[src/rtl/sram_controller_pkg.sv]
// Shared types and constants for the 32-bit MEM-stage to 16-bit async SRAM bridge.
package sram_controller_pkg;

    localparam int SRAM_ADDR_W       = 18;
    localparam int SRAM_DATA_W       = 16;
    localparam int WORD_IDX_W        = SRAM_ADDR_W - 1;
    localparam int DEFAULT_ADDR_BASE = 1024;

    typedef enum logic [1:0] {
        ST_IDLE = 2'd0,
        ST_LOW  = 2'd1,
        ST_HIGH = 2'd2,
        ST_DONE = 2'd3
    } state_e;

    typedef struct packed {
        logic [WORD_IDX_W-1:0]    word_idx;
        logic [2*SRAM_DATA_W-1:0] data;
        logic                     is_write;
    } sram_req_t;

    // Byte address to SRAM word; anything outside the 512 KB window wraps.
    function automatic logic [WORD_IDX_W-1:0] word_index(input logic [31:0] addr,
                                                         input logic [31:0] base);
        return WORD_IDX_W'((addr - base) >> 2);
    endfunction

endpackage

[src/rtl/sram_controller_if.sv]
// MEM-stage request/response plus SRAM pad signals; slave is the controller side.
interface sram_controller_if;
    import sram_controller_pkg::*;

    logic                   wr_en;
    logic                   rd_en;
    logic [31:0]            address;
    logic [31:0]            write_data;
    logic [31:0]            read_data;
    logic                   ready;

    logic [SRAM_ADDR_W-1:0] sram_addr;
    logic [SRAM_DATA_W-1:0] sram_dq_out;
    logic [SRAM_DATA_W-1:0] sram_dq_in;
    logic                   sram_dq_oe;
    logic                   sram_ce_n;
    logic                   sram_oe_n;
    logic                   sram_we_n;
    logic                   sram_ub_n;
    logic                   sram_lb_n;

    modport master (
        output wr_en, rd_en, address, write_data, sram_dq_in,
        input  read_data, ready, sram_addr, sram_dq_out, sram_dq_oe,
               sram_ce_n, sram_oe_n, sram_we_n, sram_ub_n, sram_lb_n
    );

    modport slave (
        input  wr_en, rd_en, address, write_data, sram_dq_in,
        output read_data, ready, sram_addr, sram_dq_out, sram_dq_oe,
               sram_ce_n, sram_oe_n, sram_we_n, sram_ub_n, sram_lb_n
    );

endinterface

[src/rtl/sram_controller_wait_counter.sv]
// Per-phase wait counter; term marks the last cycle of a half transfer.
module sram_wait_counter #(
    parameter int WAIT_CYCLES = 2
) (
    input  logic clk,
    input  logic rst,
    input  logic clr,
    input  logic inc,
    output logic term
);
    logic [3:0] count;

    always_ff @(posedge clk) begin
        if (rst || clr)
            count <= '0;
        else if (inc)
            count <= count + 4'd1;
    end

    assign term = (count == 4'(WAIT_CYCLES));

endmodule

[src/rtl/sram_controller.sv]
// Moves each 32-bit MEM access as two 16-bit SRAM half transfers, low half first.
module sram_controller
    import sram_controller_pkg::*;
#(
    parameter int          WAIT_CYCLES = 2,
    parameter logic [31:0] ADDR_BASE   = 32'(DEFAULT_ADDR_BASE)
) (
    input  logic             clk,
    input  logic             rst,
    sram_controller_if.slave bus
);
    localparam logic [1:0] IDLE = ST_IDLE;
    localparam logic [1:0] LOW  = ST_LOW;
    localparam logic [1:0] HIGH = ST_HIGH;
    localparam logic [1:0] DONE = ST_DONE;

    logic [1:0]             state;
    sram_req_t              req;
    logic [31:0]            read_data;
    logic [SRAM_ADDR_W-1:0] sram_addr;
    logic                   term;
    logic                   active;
    logic                   req_any;

    assign active  = (state == LOW) || (state == HIGH);
    assign req_any = bus.rd_en | bus.wr_en;

    sram_wait_counter #(.WAIT_CYCLES(WAIT_CYCLES)) u_wait (
        .clk  (clk),
        .rst  (rst),
        .clr  ((state == IDLE) || term),
        .inc  (active),
        .term (term)
    );

    always_ff @(posedge clk) begin
        if (rst) begin
            state     <= IDLE;
            req       <= '0;
            read_data <= '0;
            sram_addr <= '0;
        end else begin
            case (state)
                IDLE: if (req_any) begin
                    req.word_idx <= word_index(bus.address, ADDR_BASE);
                    req.data     <= bus.write_data;
                    req.is_write <= bus.wr_en;
                    sram_addr    <= {word_index(bus.address, ADDR_BASE), 1'b0};
                    state        <= LOW;
                end
                LOW: if (term) begin
                    if (!req.is_write)
                        read_data[15:0] <= bus.sram_dq_in;
                    sram_addr <= {req.word_idx, 1'b1};
                    state     <= HIGH;
                end
                HIGH: if (term) begin
                    if (!req.is_write)
                        read_data[31:16] <= bus.sram_dq_in;
                    state <= DONE;
                end
                default: state <= IDLE;
            endcase
        end
    end

    // WE is released on the last cycle of each phase so it rises before the address moves.
    assign bus.ready       = ~req_any | (state == DONE);
    assign bus.read_data   = read_data;
    assign bus.sram_addr   = sram_addr;
    assign bus.sram_ce_n   = ~active;
    assign bus.sram_ub_n   = ~active;
    assign bus.sram_lb_n   = ~active;
    assign bus.sram_oe_n   = ~(active & ~req.is_write);
    assign bus.sram_we_n   = ~(active & req.is_write & ~term);
    assign bus.sram_dq_oe  = active & req.is_write;
    assign bus.sram_dq_out = (state == HIGH) ? req.data[31:16] : req.data[15:0];

endmodule
[src/flat_wrapper.sv]
// flat-port wrapper written by rule: the top's interface ports become plain ports
module sram_controller_flat import sram_controller_pkg::*;
#(
    parameter int          WAIT_CYCLES = 2,
    parameter logic [31:0] ADDR_BASE   = 32'(DEFAULT_ADDR_BASE)
)
  (clk, rst, bus_wr_en, bus_rd_en, bus_address, bus_write_data, bus_sram_dq_in, bus_read_data, bus_ready, bus_sram_addr, bus_sram_dq_out, bus_sram_dq_oe, bus_sram_ce_n, bus_sram_oe_n, bus_sram_we_n, bus_sram_ub_n, bus_sram_lb_n);
  sram_controller_if bus_i ();
  input  logic clk;
  input  logic rst;
  input wire logic [$bits(bus_i.wr_en)-1:0] bus_wr_en;
  input wire logic [$bits(bus_i.rd_en)-1:0] bus_rd_en;
  input wire logic [$bits(bus_i.address)-1:0] bus_address;
  input wire logic [$bits(bus_i.write_data)-1:0] bus_write_data;
  input wire logic [$bits(bus_i.sram_dq_in)-1:0] bus_sram_dq_in;
  output wire logic [$bits(bus_i.read_data)-1:0] bus_read_data;
  output wire logic [$bits(bus_i.ready)-1:0] bus_ready;
  output wire logic [$bits(bus_i.sram_addr)-1:0] bus_sram_addr;
  output wire logic [$bits(bus_i.sram_dq_out)-1:0] bus_sram_dq_out;
  output wire logic [$bits(bus_i.sram_dq_oe)-1:0] bus_sram_dq_oe;
  output wire logic [$bits(bus_i.sram_ce_n)-1:0] bus_sram_ce_n;
  output wire logic [$bits(bus_i.sram_oe_n)-1:0] bus_sram_oe_n;
  output wire logic [$bits(bus_i.sram_we_n)-1:0] bus_sram_we_n;
  output wire logic [$bits(bus_i.sram_ub_n)-1:0] bus_sram_ub_n;
  output wire logic [$bits(bus_i.sram_lb_n)-1:0] bus_sram_lb_n;
  assign bus_i.wr_en = bus_wr_en;
  assign bus_i.rd_en = bus_rd_en;
  assign bus_i.address = bus_address;
  assign bus_i.write_data = bus_write_data;
  assign bus_i.sram_dq_in = bus_sram_dq_in;
  assign bus_read_data = bus_i.read_data;
  assign bus_ready = bus_i.ready;
  assign bus_sram_addr = bus_i.sram_addr;
  assign bus_sram_dq_out = bus_i.sram_dq_out;
  assign bus_sram_dq_oe = bus_i.sram_dq_oe;
  assign bus_sram_ce_n = bus_i.sram_ce_n;
  assign bus_sram_oe_n = bus_i.sram_oe_n;
  assign bus_sram_we_n = bus_i.sram_we_n;
  assign bus_sram_ub_n = bus_i.sram_ub_n;
  assign bus_sram_lb_n = bus_i.sram_lb_n;
  sram_controller #(.WAIT_CYCLES(WAIT_CYCLES), .ADDR_BASE(ADDR_BASE)) u_core (.clk(clk), .rst(rst), .bus(bus_i));
endmodule
[config.mk]
export PLATFORM = sky130hd
export DESIGN_NAME = sram_controller_flat
export DESIGN_NICKNAME = d
export VERILOG_FILES = /design/src/rtl/sram_controller_pkg.sv /design/src/rtl/sram_controller_if.sv /design/src/rtl/sram_controller_wait_counter.sv /design/src/rtl/sram_controller.sv /design/src/flat_wrapper.sv
export SDC_FILE = /design/constraint.sdc
export NUM_CORES = 1
export LEC_CHECK = 0
export ABC_AREA = 1
export BUFFER_PORTS_ARGS = -buffer_cell sky130_fd_sc_hd__buf_2
export CAP_MARGIN = 10
export CORE_ASPECT_RATIO = 1.4
export CORE_UTILIZATION = 53
export CTS_CLUSTER_SIZE = 28
export DETAILED_ROUTE_END_ITERATION = 10
export PLACE_DENSITY = 0.85
export SLEW_MARGIN = 0
export SYNTH_ARGS = -nofsm -noshare
export SYNTH_HDL_FRONTEND = slang
export SYNTH_HIERARCHICAL = 1
export SYNTH_SLANG_ARGS = --single-unit
[constraint.sdc]
create_clock -name clk -period 3.8 [get_ports clk]
set_clock_uncertainty 0.15 [all_clocks]
set_input_delay 0.57 -clock clk [delete_from_list [all_inputs] [get_ports clk]]
set_output_delay 0.57 -clock clk [all_outputs]
set_load 0.05 [all_outputs]
# Word-level counts from Yosys, hierarchy flattened
# Cells that the tools add are included.
[totals]
rom_bits = 0
reg_bits = 106
out_inout_bits = 73
latchBits = 0
elab_cells = 46
memories = 0
ramBits = 0
[classes]
div = 0
bitwise_logic = 11
n_addsub = 2
n_lt_le_gt_ge = 0
n_mux = 8
shift = 0
multipliers = 0
eq_ne = 7
n_reduce_logical = 10
[op_table]
columns = ["op", "count"]
rows = [
  ["$mux 18", 2],
  ["$pmux 18 s2", 1],
  ["$sub 19x11->19 const B", 1],
  ["$mux 16", 1],
  ["$reduce_and 3->1", 4],
  ["$mux 2", 3],
  ["$ne 2x1->1 const B", 3],
  ["$not 1->1", 6],
  ["$pmux 2 s3", 1],
  ["$add 4x1->4 const B", 1],
  ["$eq 2x2->1 const B", 2],
  ["$eq 4x2->1 const B", 1],
  ["$and 1x1->1", 3],
  ["$logic_or 1x1->1", 3],
  ["$eq 2x1->1 const B", 1],
  ["$logic_not 2->1", 1],
  ["$or 1x1->1", 2],
  ["$reduce_and 2->1", 1],
  ["$reduce_bool 2->1", 1],
]

# Longest topological paths before layout
# Gate-level depths: netlist (run 1).
[logic_depth]
depth_word = 5
mapped_depth = 10
mapped_depth_nobuf = 9

# By module
# Netlist (run 1), hierarchy kept.
[by_module_without_submodules]
columns = ["module", "seq_area_each_um2", "instances", "area_per_inst_um2", "cells_each"]
rows = [
  ["sram_controller", 2042.0, 1, 4235.3, 607],
  ["sram_wait_counter", 80.1, 1, 190.2, 25],
]

# Worst setup path before layout (run 1)
# OpenSTA, ideal clock, no wires.
[synth_timing]
path_type = "flip-flop to output port"
from = "register u_core.state[0]"
to = "output port bus_sram_we_n"
path_stages_with_launch = 6
n_path_buf = 0
t_arrival_ns = 1.625
slack_ns = 1.455
cell_sequence = "dfxtp_1 > inv_1 > ha_1 > nand2_1 > inv_1 > nand2_1"
[synth_via]
elab_chain_len = 5
elab_cells_between_ends = 6
classes_between = "2 x eq/ne; 3 x bitwise; 1 x reduce/logical"
[synth_lines]
columns = ["element", "line_no", "rtl"]
rows = [
  ["from (decl)", "sram_controller.sv:17", "logic [1:0] state;"],
  ["from (signal assigned)", "sram_controller.sv:38", "state <= IDLE;"],
  ["from (signal assigned)", "sram_controller.sv:49", "state <= LOW;"],
  ["from (signal assigned)", "sram_controller.sv:55", "state <= HIGH;"],
  ["$eq 2x1->1 or $eq 2x2->1 (tied branches)", "sram_controller.sv:25", "assign active = (state == LOW) || (state == HIGH);"],
  ["$logic_or 1x1->1 *", "sram_controller.sv:25", ""],
  ["named net u_core.active", "sram_controller.sv:22", "logic active;"],
  ["$and 1x1->1 *", "n/a", ""],
  ["named net bus_sram_dq_oe", "flat_wrapper.sv:20", "output wire logic [$bits(bus_i.sram_dq_oe)-1:0] bus_sram_dq_oe;"],
  ["$and 1x1->1 *", "sram_controller.sv:75", "assign bus.sram_we_n = ~(active & req.is_write & ~term);"],
  ["$not 1->1 *", "sram_controller.sv:75", ""],
  ["to (decl)", "flat_wrapper.sv:23", "output wire logic [$bits(bus_i.sram_we_n)-1:0] bus_sram_we_n;"],
]
# The timed path passes the listed nets; every way through them passes the cells marked *.

# Worst setup path in the final report (run 1)
[layout_timing]
from = "register u_core.state[0]"
to = "output port bus_sram_dq_out[14]"
[layout_via]
elab_chain_len = 2
[layout_lines]
columns = ["element", "line_no", "rtl"]
rows = [
  ["$eq 2x2->1", "sram_controller.sv:77", "assign bus.sram_dq_out = (state == HIGH) ? req.data[31:16] : req.data[15:0];"],
  ["$mux 16", "sram_controller.sv:77", ""],
  ["to (decl)", "flat_wrapper.sv:19", "output wire logic [$bits(bus_i.sram_dq_out)-1:0] bus_sram_dq_out;"],
]
# No other way between the ends.

==> flow_metrics.py, run 1 <==
metrics = {
    "final_layout": {
        "regArea_sq_um": 2120,
        "layoutNonFillerInstCount": 860,
        "nets": 844,
        "area_delta_synth_final_pct": 22.7,
        "drive_gt1_share_pct": 23.0,
        "diodes": 0,
        "multiInputGateArea_sq_um": 2010,
        "design_area_sq_um": 5430,
        "num-fill-cells": 758,
    },
    "die": {
        "dieArea_sq_um": 8720,
        "pin_count": 157,
        "die_h_microns": 110,
        "core_sq_um": 8150,
        "initial_core_util_pct": 54.3,
        "die_w_microns": 79.2,
        "rows": 39,
    },
    "critical_path": {
        "crit_buf_inv": 3,
        "path_class": "flop to output pin",
        "cp_max_fo": 16,
        "cp.depth": 6,
        "cpLargestDelayFamily": "buffers and inverters",
        "worstPathArrival_ps": 1870,
        "path_cells": "inv_1 -> ha_1 -> inv_1 -> nand2_1 -> nand2_1 -> buf_2",
        "cpMaxStageDelayCell": "inv_1",
        "cp-start-kind": "flop",
        "rr_startpoint": "u_core/u_wait/count[0]",
        "startpoint": "u_core/state[0]",
        "critPathMaxStageDelay_ps": 400,
        "end_kind": "output pin",
        "rr_worst_depth": 7,
        "worstPathRequired_ps": 3080,
    },
    "clock_network": {
        "ctsLongestPathBuffers": 2,
        "cts_setup_buffers": 0,
        "cts_buffers": 9,
        "cts_sinks": 106,
        "cts_tree": "done",
        "worstSkewPairLatency_ps": 330,
        "cts_resized": 0,
        "cts.reportedPaths.clkPinSlew_ps": 60,
        "htree_levels": 3,
        "cts_root_buf": "clkbuf_16",
        "hold_buffers": 0,
    },
    "synth": {
        "yosysSeqAreaShare_pct": 48.0,
        "synth_commonest_cells": "193 x nor2_1, 112 x nand2_1, 106 x dfxtp_1",
        "synth.most_common_cell": "nor2_1",
        "synth_edf_count": 0,
        "syn_inst": 632,
        "syn_area_sq_um": 4430,
        "yosysTopAreaCellShare_pct": 48.0,
        "ys.warnings.count": 6,
        "yosysTopAreaCell": "dfxtp_1",
        "synth.distinct_cells": 24,
        "synth_area_leaders": "dfxtp_1 48%, nor2_1 16%, o21ai_0 12%, nand2_1 9.5%, a21oi_1 2.3%",
        "avgSynthCellArea_sq_um": 7.00,
        "synth-seq-cells": 106,
        "synthArstFlopShare_pct": 0,
        "synth_nets": 723,
        "synth_flop_cell": "dfxtp_1",
    },
    "grt": {
        "grt_pass1_vias": 3982,
        "grtUsageTotal_pct": 24.6,
        "grt_pass1_wl_microns": 17000,
        "grt_max_degree": 94,
        "antenna_found_initial": 0,
        "grt_overflow": 0,
    },
    "route": {
        "wirelength_microns": 10600,
        "drc": 0,
        "drt-vias-per-instance": 5.11,
        "drt_pre_antenna_iters": 4,
        "drt-initial-drc-count": 256,
        "route.vias.total": 4396,
        "drt.antenna.violating_nets": 0,
        "avgRoutedWirePerCell_microns": 12.3,
    },
    "hold_path": {
        "hp-class": "input pin to flop",
        "holdPathStages": 3,
        "min_from": "bus_write_data[2]",
    },
    "timing": {
        "hold_viol_final": 0,
        "period_share_pct": 68.2,
        "worstMarginPinSlew_ps": 796,
        "setup_viol": 0,
        "grt_setup_unrepaired": "false",
        "maxSlewViolCount": 0,
        "slew-limit-headroom_pct": 46.8,
        "totalNegativeSetupSlack_ps": 0,
        "max_freq_mhz": 386,
        "min_period_ps": 2590,
    },
    "run": {
        "cap_violations": 0,
    },
    "placement": {
        "dpl-instance-area_sq_um": 5110,
        "hpwl_microns": 7170,
        "place_inst": 843,
        "port_buffers": 141,
        "place_congestion": 0.795,
    },
    "outcome": {
        "status": "finished clean",
    },
    "power": {
        "ir_drop_uv": 493,
        "power_uw": 4700,
        "power_leakage_uw": 0.00274,
        "p_per_area_nw_per_um2": 866,
    },
}
-- worst paths after layout --
check                             end  slack (ps)
max               bus_sram_dq_out[14]        1210
min                     u_core/req[3]         310
max reg2reg  u_core/bus.read_data[17]        1360
min reg2reg  u_core/bus.read_data[25]         320
-- flip-flops by register name, indices dropped and copies added (netlist names) --
register,flops
u_core/req,50
u_core/bus.read_data,32
u_core/bus.sram_addr,18
u_core/u_wait/count,4
u_core/state,2
-- area by class of cell --
cell class | count | share of cell area (%)
clock inverter | 1 | 0.0922
multi-input combinational | 460 | 37.0
inverter | 31 | 2.19
clock buffer | 15 | 5.49
tap | 102 | 2.35
sequential | 106 | 39.1
timing repair buffer | 145 | 13.8
-- report_power, final --
part	switching [uW]	leakage [uW]	internal, uW	total, uW
Clock	374	0.000152	533	908
Combinational	1710	0.00171	522	2230
Sequential	147	0.000872	1410	1560
-- worst reg2reg max path: cells and delay by family, from the launching register on --
family / cells / cell delay, ps
AND/OR/NAND/NOR: 4 / 1210
adder cells (fa/ha/maj): 1 / 130
flip-flops: 1 / 340
buffers and inverters: 2 / 540
-- per-layer routing --
layer | up-vias | routed length (microns) | part of all wire (%) | global-route usage (%)
met5 | - | 0 | 0 | 0
met4 | 0 | 131 | 1.2 | 10.0
met3 | 10 | 763 | 7.2 | 6.67
met2 | 138 | 5320 | 50 | 46.1
met1 | 2010 | 4360 | 41 | 25.6
li1 | 2238 | - | - | -
-- through the flow --
stage	hold WS, ps	worst slack [ps]	utilization [%]
floorplan	326	1460	-
global placement	302	1440	62.7
finish	306	1210	66.6
detailed placement	316	1350	62.7
CTS	299	1190	66.4
global route	304	1050	66.6
-- placed cells by master, fill, tap and decap left out, drive strengths merged --
cell and instances:
dfxtp 106, o21ai 103, xnor2 1, nand3 11, clkbuf 15, or2 1
clkinv 1, a211oi 1, nor3 1, nor3b 1, buf 145, inv 31
a21oi 20, nor2 198, xor2 2, ha 7, nand2 114
-- cell families (layout without fill, tap and decap cells) --
kind of cell    Yosys count  in the layout  share of synthesized area (%)
flops                   106            106                           48.0
simple gates            326            326                           28.8
xor+xnor                  3              3                          0.594
buf+inv                  66            192                           6.64
fa+ha+maj                 7              7                           1.98
compound gates          124            124                           14.1
Power figures use the tool's default switching activity.
==> inputs of run 2 (changes only) <==
--- a/config.mk
+++ b/config.mk
@@ -5,14 +5,14 @@
 export SDC_FILE = /design/constraint.sdc
 export NUM_CORES = 1
 export LEC_CHECK = 0
-export ABC_AREA = 1
+export ABC_AREA = 0
 export BUFFER_PORTS_ARGS = -buffer_cell sky130_fd_sc_hd__buf_2
 export CAP_MARGIN = 10
 export CORE_ASPECT_RATIO = 1.4
-export CORE_UTILIZATION = 53
+export CORE_UTILIZATION = 45
 export CTS_CLUSTER_SIZE = 28
 export DETAILED_ROUTE_END_ITERATION = 10
-export PLACE_DENSITY = 0.85
+export PLACE_DENSITY = 0.77
 export SLEW_MARGIN = 0
 export SYNTH_ARGS = -nofsm -noshare
 export SYNTH_HDL_FRONTEND = slang
==> constraint.sdc (replaced) <==
create_clock -name clk -period 2.2 [get_ports clk]
set_clock_uncertainty 0.15 [all_clocks]
set_input_delay 0.33 -clock clk [delete_from_list [all_inputs] [get_ports clk]]
set_output_delay 0.33 -clock clk [all_outputs]
set_load 0.05 [all_outputs]
==> run 2 against run 1 <==
Worst setup slack lost 1100 ps; register-to-register slack lost 1200 ps; die area grew 16%; area after synthesis shrank 1.1%; count of clock-buffer cells in the layout shrank 5; non-clock buffer count grew 17; synthesized cell count shrank 16%; global-route usage shrank 3.2 points; critical path type unchanged; flip-flop and latch count is the same; wire length grew 1.1%; critical endpoint unchanged.
==> flow_metrics.py, run 2 <==
metrics = {
    "die": {
        "rows": 42,
        "die_w_microns": 85.4,
        "die_h_microns": 119,
        "dieArea_sq_um": 10100,
        "initial_core_util_pct": 46.3,
        "core_sq_um": 9460,
        "pin_count": 157,
    },
    "critical_path": {
        "timing.rr.end": "u_core/bus.sram_addr[17]",
        "path_cells": "inv_2 -> ha_4 -> clkbuf_16 -> mux2_2 -> buf_4",
        "end_kind": "output pin",
        "startpoint": "u_core/state[0]",
        "r2r_slack_ps": 200,
        "path_class": "flop to output pin",
        "endpoint": "bus_sram_dq_out[14]",
        "rr_startpoint": "u_core/u_wait/count[0]",
        "cp-start-kind": "flop",
        "cpMaxStageDelayCell": "dfxtp_2",
        "rr_worst_depth": 9,
        "cp_max_fo": 8,
        "worstPathRequired_ps": 1720,
        "critPathMaxStageDelay_ps": 340,
        "worstPathArrival_ps": 1650,
    },
    "timing": {
        "min_period_ps": 2130,
        "period_share_pct": 96.6,
        "maxSlewViolCount": 0,
        "totalNegativeSetupSlack_ps": 0,
        "worstMarginPinSlew_ps": 467,
        "hold_viol_final": 0,
        "max_freq_mhz": 470,
        "grt_setup_unrepaired": "false",
        "slew-limit-headroom_pct": 68.9,
        "setup_viol": 0,
    },
    "power": {
        "p_per_area_nw_per_um2": 1320,
        "ir_drop_uv": 599,
        "power_leakage_uw": 0.00249,
    },
    "synth": {
        "syn_area_sq_um": 4380,
        "avgSynthCellArea_sq_um": 8.27,
        "synth.most_common_cell": "nand2_1",
        "yosysTopAreaCellShare_pct": 48.5,
        "ys.warnings.count": 6,
        "yosysSeqAreaShare_pct": 48.5,
        "yosysTopAreaCell": "dfxtp_1",
        "synth_area_leaders": "dfxtp_1 48%, nand2_1 14%, a21oi_1 8.9%, mux2_2 4.1%, a211oi_1 2.9%",
        "synth_edf_count": 0,
        "syn_inst": 529,
        "synth-seq-cells": 106,
        "synth_commonest_cells": "160 x nand2_1, 106 x dfxtp_1, 78 x a21oi_1",
        "synth.distinct_cells": 43,
        "synth_flop_cell": "dfxtp_1",
        "synthArstFlopShare_pct": 0,
        "synth_nets": 620,
    },
    "final_layout": {
        "largestRegisters": "u_core/req: 50 flops, u_core/bus.read_data: 32 flops, u_core/bus.sram_addr: 18 flops",
        "drive_gt1_share_pct": 31.2,
        "diodes": 0,
        "largest_reg_flops": 50,
        "final_cell_mix": "160 x nand2_1, 123 x buf_2, 104 x dfxtp_1",
        "nets": 756,
        "regMostFlops": "u_core/req",
        "final_core_util_pct": 60.4,
        "area_delta_synth_final_pct": 30.5,
        "layout_commonest_cell": "nand2_1",
        "design_area_sq_um": 5710,
    },
    "route": {
        "drt-initial-drc-count": 146,
        "route.vias.total": 4042,
        "wirelength_microns": 10700,
        "drc": 0,
        "drt_pre_antenna_iters": 6,
        "avgRoutedWirePerCell_microns": 13.7,
        "drt-vias-per-instance": 5.18,
        "drt.antenna.violating_nets": 0,
    },
    "placement": {
        "hpwl_microns": 7470,
        "place_congestion": 0.747,
        "port_buffers": 141,
        "dpl-instance-area_sq_um": 5260,
    },
    "clock_network": {
        "hold_buffers": 0,
        "htree_levels": 3,
        "cts.reportedPaths.clkPinSlew_ps": 70,
        "cts_buffers": 9,
        "worstSkewPairLatency_ps": 340,
        "cts_tree": "done",
        "ctsLongestPathBuffers": 2,
        "cts_sinks": 106,
        "cts_root_buf": "clkbuf_16",
    },
    "outcome": {
        "status": "finished clean",
    },
    "grt": {
        "antenna_found_initial": 0,
        "grt_max_degree": 44,
        "grtUsageTotal_pct": 21.4,
        "grt_pass1_vias": 3937,
        "grt_pass1_wl_microns": 17400,
        "grt_overflow": 0,
    },
    "run": {
        "cap_violations": 0,
    },
    "hold_path": {
        "hp-class": "input pin to flop",
    },
}
run 2: cell count changes after synthesis, sizes merged, moves of 23 or more:
cell / delta
nand2: +46
o21ai: -96
a21oi: +58
inv: -23
nor2: -166
run 2: layer usage:
| metal | vias up | wire length (microns) | track usage, % |
|---|---|---|---|
| met3 | 11 | 537 | 5.03 |
| met2 | 115 | 5630 | 39.0 |
| met4 | 0 | 141 | 7.29 |
| met5 | - | 0 | 0 |
| li1 | 2037 | - | - |
| met1 | 1879 | 4380 | 24.1 |
run 2: report_power, final:
| group | total [uW] | switching [uW] | internal [uW] |
|---|---|---|---|
| Clock | 1730 | 702 | 1030 |
| Sequential | 2540 | 207 | 2330 |
| Combinational | 3250 | 2160 | 1090 |
run 2: layout make-up:
class / instances / area (sq um)
clock buffers: 10 / 239
clock inverters: 6 / 88.8
fillers: 851 / 3750
inverters: 9 / 33.8
multi-input cells: 377 / 2080
flip-flops and latches: 106 / 2120
well taps: 110 / 138
repair buffers: 162 / 1010
run 2: critical path, delay by kind of cell, from the launching register on:
kind | cells | cell delay, ps
muxes | 1 | 330
buffers and inverters | 3 | 450
DFF | 1 | 340
adders and majority gates | 1 | 190
run 2: worst min-delay path by stage:
| stage | to | slack [ps] | cells after the start | from |
|---|---|---|---|---|
| finish | u_core/req[2] | 70 | 3 | bus_write_data[1] |
| global route | u_core/req[16] | 70 | 3 | bus_write_data[15] |
| CTS | u_core/req[27] | 60 | 3 | bus_write_data[26] |
| detailed placement | u_core/bus.read_data[13] | 290 | 2 | u_core/bus.read_data[13] |
| global placement | u_core/req[19] | 290 | 2 | u_core/req[19] |
| floorplan | u_core/req[41] | 280 | 1 | bus_address[10] |
run 2: stage by stage:
step	cells	total power, uW	worst slack, ps	hold slack [ps]
floorplan	529	4920	106	276
global placement	761	5600	160	289
detailed placement	761	5690	96.2	295
CTS	777	7470	4.89	61.6
global route	780	7920	14.7	74.2
finish	780	7520	74.6	74.8
run 2: cell families after synthesis:
group / after synthesis / share of synthesized area [%]
AO/OA/AOI/OAI: 115 / 15.3
XOR/XNOR: 7 / 1.40
adder cells (fa/ha/maj): 7 / 2.00
buffers and inverters: 46 / 4.89
flip-flops: 106 / 48.5
multiplexers: 29 / 7.12
AND/OR/NAND/NOR: 219 / 20.8
run 2: timing repair:
action                     CTS  global route
setup endpoints to repair   16            32
buffers inserted             0             2
resized for setup            9            30
cloned                       0             1
==> inputs of run 3 (changes only) <==
--- a/config.mk
+++ b/config.mk
@@ -8,11 +8,11 @@
 export ABC_AREA = 0
 export BUFFER_PORTS_ARGS = -buffer_cell sky130_fd_sc_hd__buf_2
 export CAP_MARGIN = 10
-export CORE_ASPECT_RATIO = 1.4
-export CORE_UTILIZATION = 45
+export CORE_ASPECT_RATIO = 0.7
+export CORE_UTILIZATION = 30
 export CTS_CLUSTER_SIZE = 28
 export DETAILED_ROUTE_END_ITERATION = 10
-export PLACE_DENSITY = 0.77
+export PLACE_DENSITY = 0.56
 export SLEW_MARGIN = 0
 export SYNTH_ARGS = -nofsm -noshare
 export SYNTH_HDL_FRONTEND = slang
==> run 3 against run 2 <==
Core utilization shrank 20 points; critical path depth is the same; first-iteration DRC count increased by 36%; largest power group unchanged; fmax is 0.80% higher; wire length grew 7.6%; largest cell class unchanged.
==> flow_metrics.py, run 3 (synthesis gave the netlist of run 2 again) <==
metrics = {
    "clock_network": {
        "cts_sinks": 106,
        "worstSkewPairLatency_ps": 330,
        "ctsLongestPathBuffers": 2,
        "htree_levels": 3,
        "cts.reportedPaths.clkPinSlew_ps": 70,
        "cts_tree": "done",
        "cts_buffers": 9,
        "cts_root_buf": "clkbuf_16",
    },
    "timing": {
        "slew-limit-headroom_pct": 68.3,
        "worstMarginPinSlew_ps": 474,
        "setup_viol": 0,
        "min_period_ps": 2110,
        "max_freq_mhz": 474,
        "totalNegativeSetupSlack_ps": 0,
        "hold_viol_final": 0,
        "grt_setup_unrepaired": "false",
        "period_share_pct": 95.8,
        "maxSlewViolCount": 0,
        "hold_ws_ps": 76.4,
    },
    "grt": {
        "grt_max_degree": 46,
        "antenna_found_initial": 0,
        "grt_pass1_vias": 3656,
        "grt_overflow": 0,
        "grt_pass1_wl_microns": 18100,
        "grtUsageTotal_pct": 15.2,
    },
    "final_layout": {
        "nets": 755,
        "largestRegisters": "u_core/req: 50 flops, u_core/bus.read_data: 32 flops, u_core/bus.sram_addr: 18 flops",
        "final_core_util_pct": 40.7,
        "layout_commonest_cell": "nand2_1",
        "diodes": 0,
        "drive_gt1_share_pct": 30.5,
        "final_cell_mix": "160 x nand2_1, 126 x buf_2, 105 x dfxtp_1",
        "area_delta_synth_final_pct": 31.0,
        "largest_reg_flops": 50,
        "regMostFlops": "u_core/req",
    },
    "hold_path": {
        "holdPathStages": 3,
        "min_from": "bus_write_data[9]",
        "holdPathEnd": "u_core/req[10]",
        "hp-class": "input pin to flop",
    },
    "critical_path": {
        "worstPathArrival_ps": 1630,
        "rr_worst_depth": 9,
        "cp-start-kind": "flop",
        "rr_startpoint": "u_core/u_wait/count[0]",
        "timing.rr.end": "u_core/bus.read_data[26]",
        "worstPathRequired_ps": 1720,
        "path_class": "flop to output pin",
        "end_kind": "output pin",
        "cp_max_fo": 15,
        "r2r_slack_ps": 210,
        "startpoint": "u_core/state[0]",
    },
    "die": {
        "die_h_microns": 103,
        "dieArea_sq_um": 15100,
        "pin_count": 157,
        "die_w_microns": 146,
        "rows": 36,
        "initial_core_util_pct": 31.0,
        "core_sq_um": 14100,
    },
    "route": {
        "drt-initial-drc-count": 199,
        "drt_pre_antenna_iters": 4,
        "avgRoutedWirePerCell_microns": 13.4,
        "route.vias.total": 3973,
        "drc": 0,
        "drt.antenna.violating_nets": 0,
        "drt-vias-per-instance": 4.63,
        "wirelength_microns": 11500,
    },
    "outcome": {
        "status": "finished clean",
    },
    "placement": {
        "hpwl_microns": 8290,
        "port_buffers": 141,
        "place_congestion": 0.745,
    },
    "power": {
        "p_per_area_nw_per_um2": 1280,
        "ir_drop_uv": 436,
        "power_leakage_uw": 0.00246,
    },
    "run": {
        "cap_violations": 0,
    },
}
run 3: cell types whose count changed in the layout (fill, tap and decap cells not counted):
cell,before,now
buf_6,5,0
clkbuf_16,10,9
buf_2,123,126
dfxtp_1,104,105
bufinv_16,2,1
buf_12,5,6
dfxtp_2,2,1
nor3b_2,1,0
clkbuf_4,0,1
clkbuf_1,0,1
clkinvlp_4,2,1
nor3b_1,2,3
run 3: worst max path at each step:
stage,endpoint,slack [ps],cells after the start
finish,bus_sram_dq_out[6],90,5
global placement,bus_sram_dq_out[5],240,5
global route,bus_sram_dq_out[10],2,5
CTS,bus_sram_dq_out[6],5,5
detailed placement,u_core/bus.read_data[26],150,9
floorplan,bus_sram_we_n,110,4
run 3: area by class of cell:
| type | count | area, sq um |
|---|---|---|
| Fill cell | 1457 | 8370 |
| Clock buffer | 11 | 243 |
| Timing Repair Buffer | 161 | 968 |
| Sequential cell | 106 | 2120 |
| Tap cell | 190 | 238 |
| Inverter | 9 | 33.8 |
| Clock inverter | 4 | 51.3 |
| Multi-Input combinational cell | 377 | 2070 |
run 3: per-stage QoR:
stage / worst slack (ps) / std cells / cell area [sq um] / total power (uW)
3_5_place_dp: 149 / 843 / 5380 / 5730
2_1_floorplan: 106 / 529 / 4380 / 4920
5_1_grt: 2.24 / 858 / 5730 / 7790
4_1_cts: 5.44 / 858 / 5730 / 7420
3_3_place_gp: 241 / 843 / 5380 / 5650
6_report: 91.5 / 858 / 5730 / 7330
run 3: worst max-delay path, stage by stage (launching register included):
cell and delay (ps):
dfxtp_1 340, inv_2 100, ha_4 160, buf_12 150, mux2_2 350, buf_4 190
run 3: repair_timing:
item	in CTS	in global routing
setup endpoints to repair	14	18
hold buffers	0	0
resized for setup	18	3
buffers inserted	0	0
run 3: power by group:
part | switching (uW) | internal, uW
Sequential | 217 | 2330
Clock | 684 | 910
Combinational | 2150 | 1030
Total | 3050 | 4270
run 3: metal layers:
metal  up-vias  GRT usage [%]  share of wire (%)
met1      1832           19.6                 48
met3         6           3.98                5.3
met4         0           3.69               0.70
met5         -              0                  0
li1       2030              -                  -
met2       105           25.4                 46
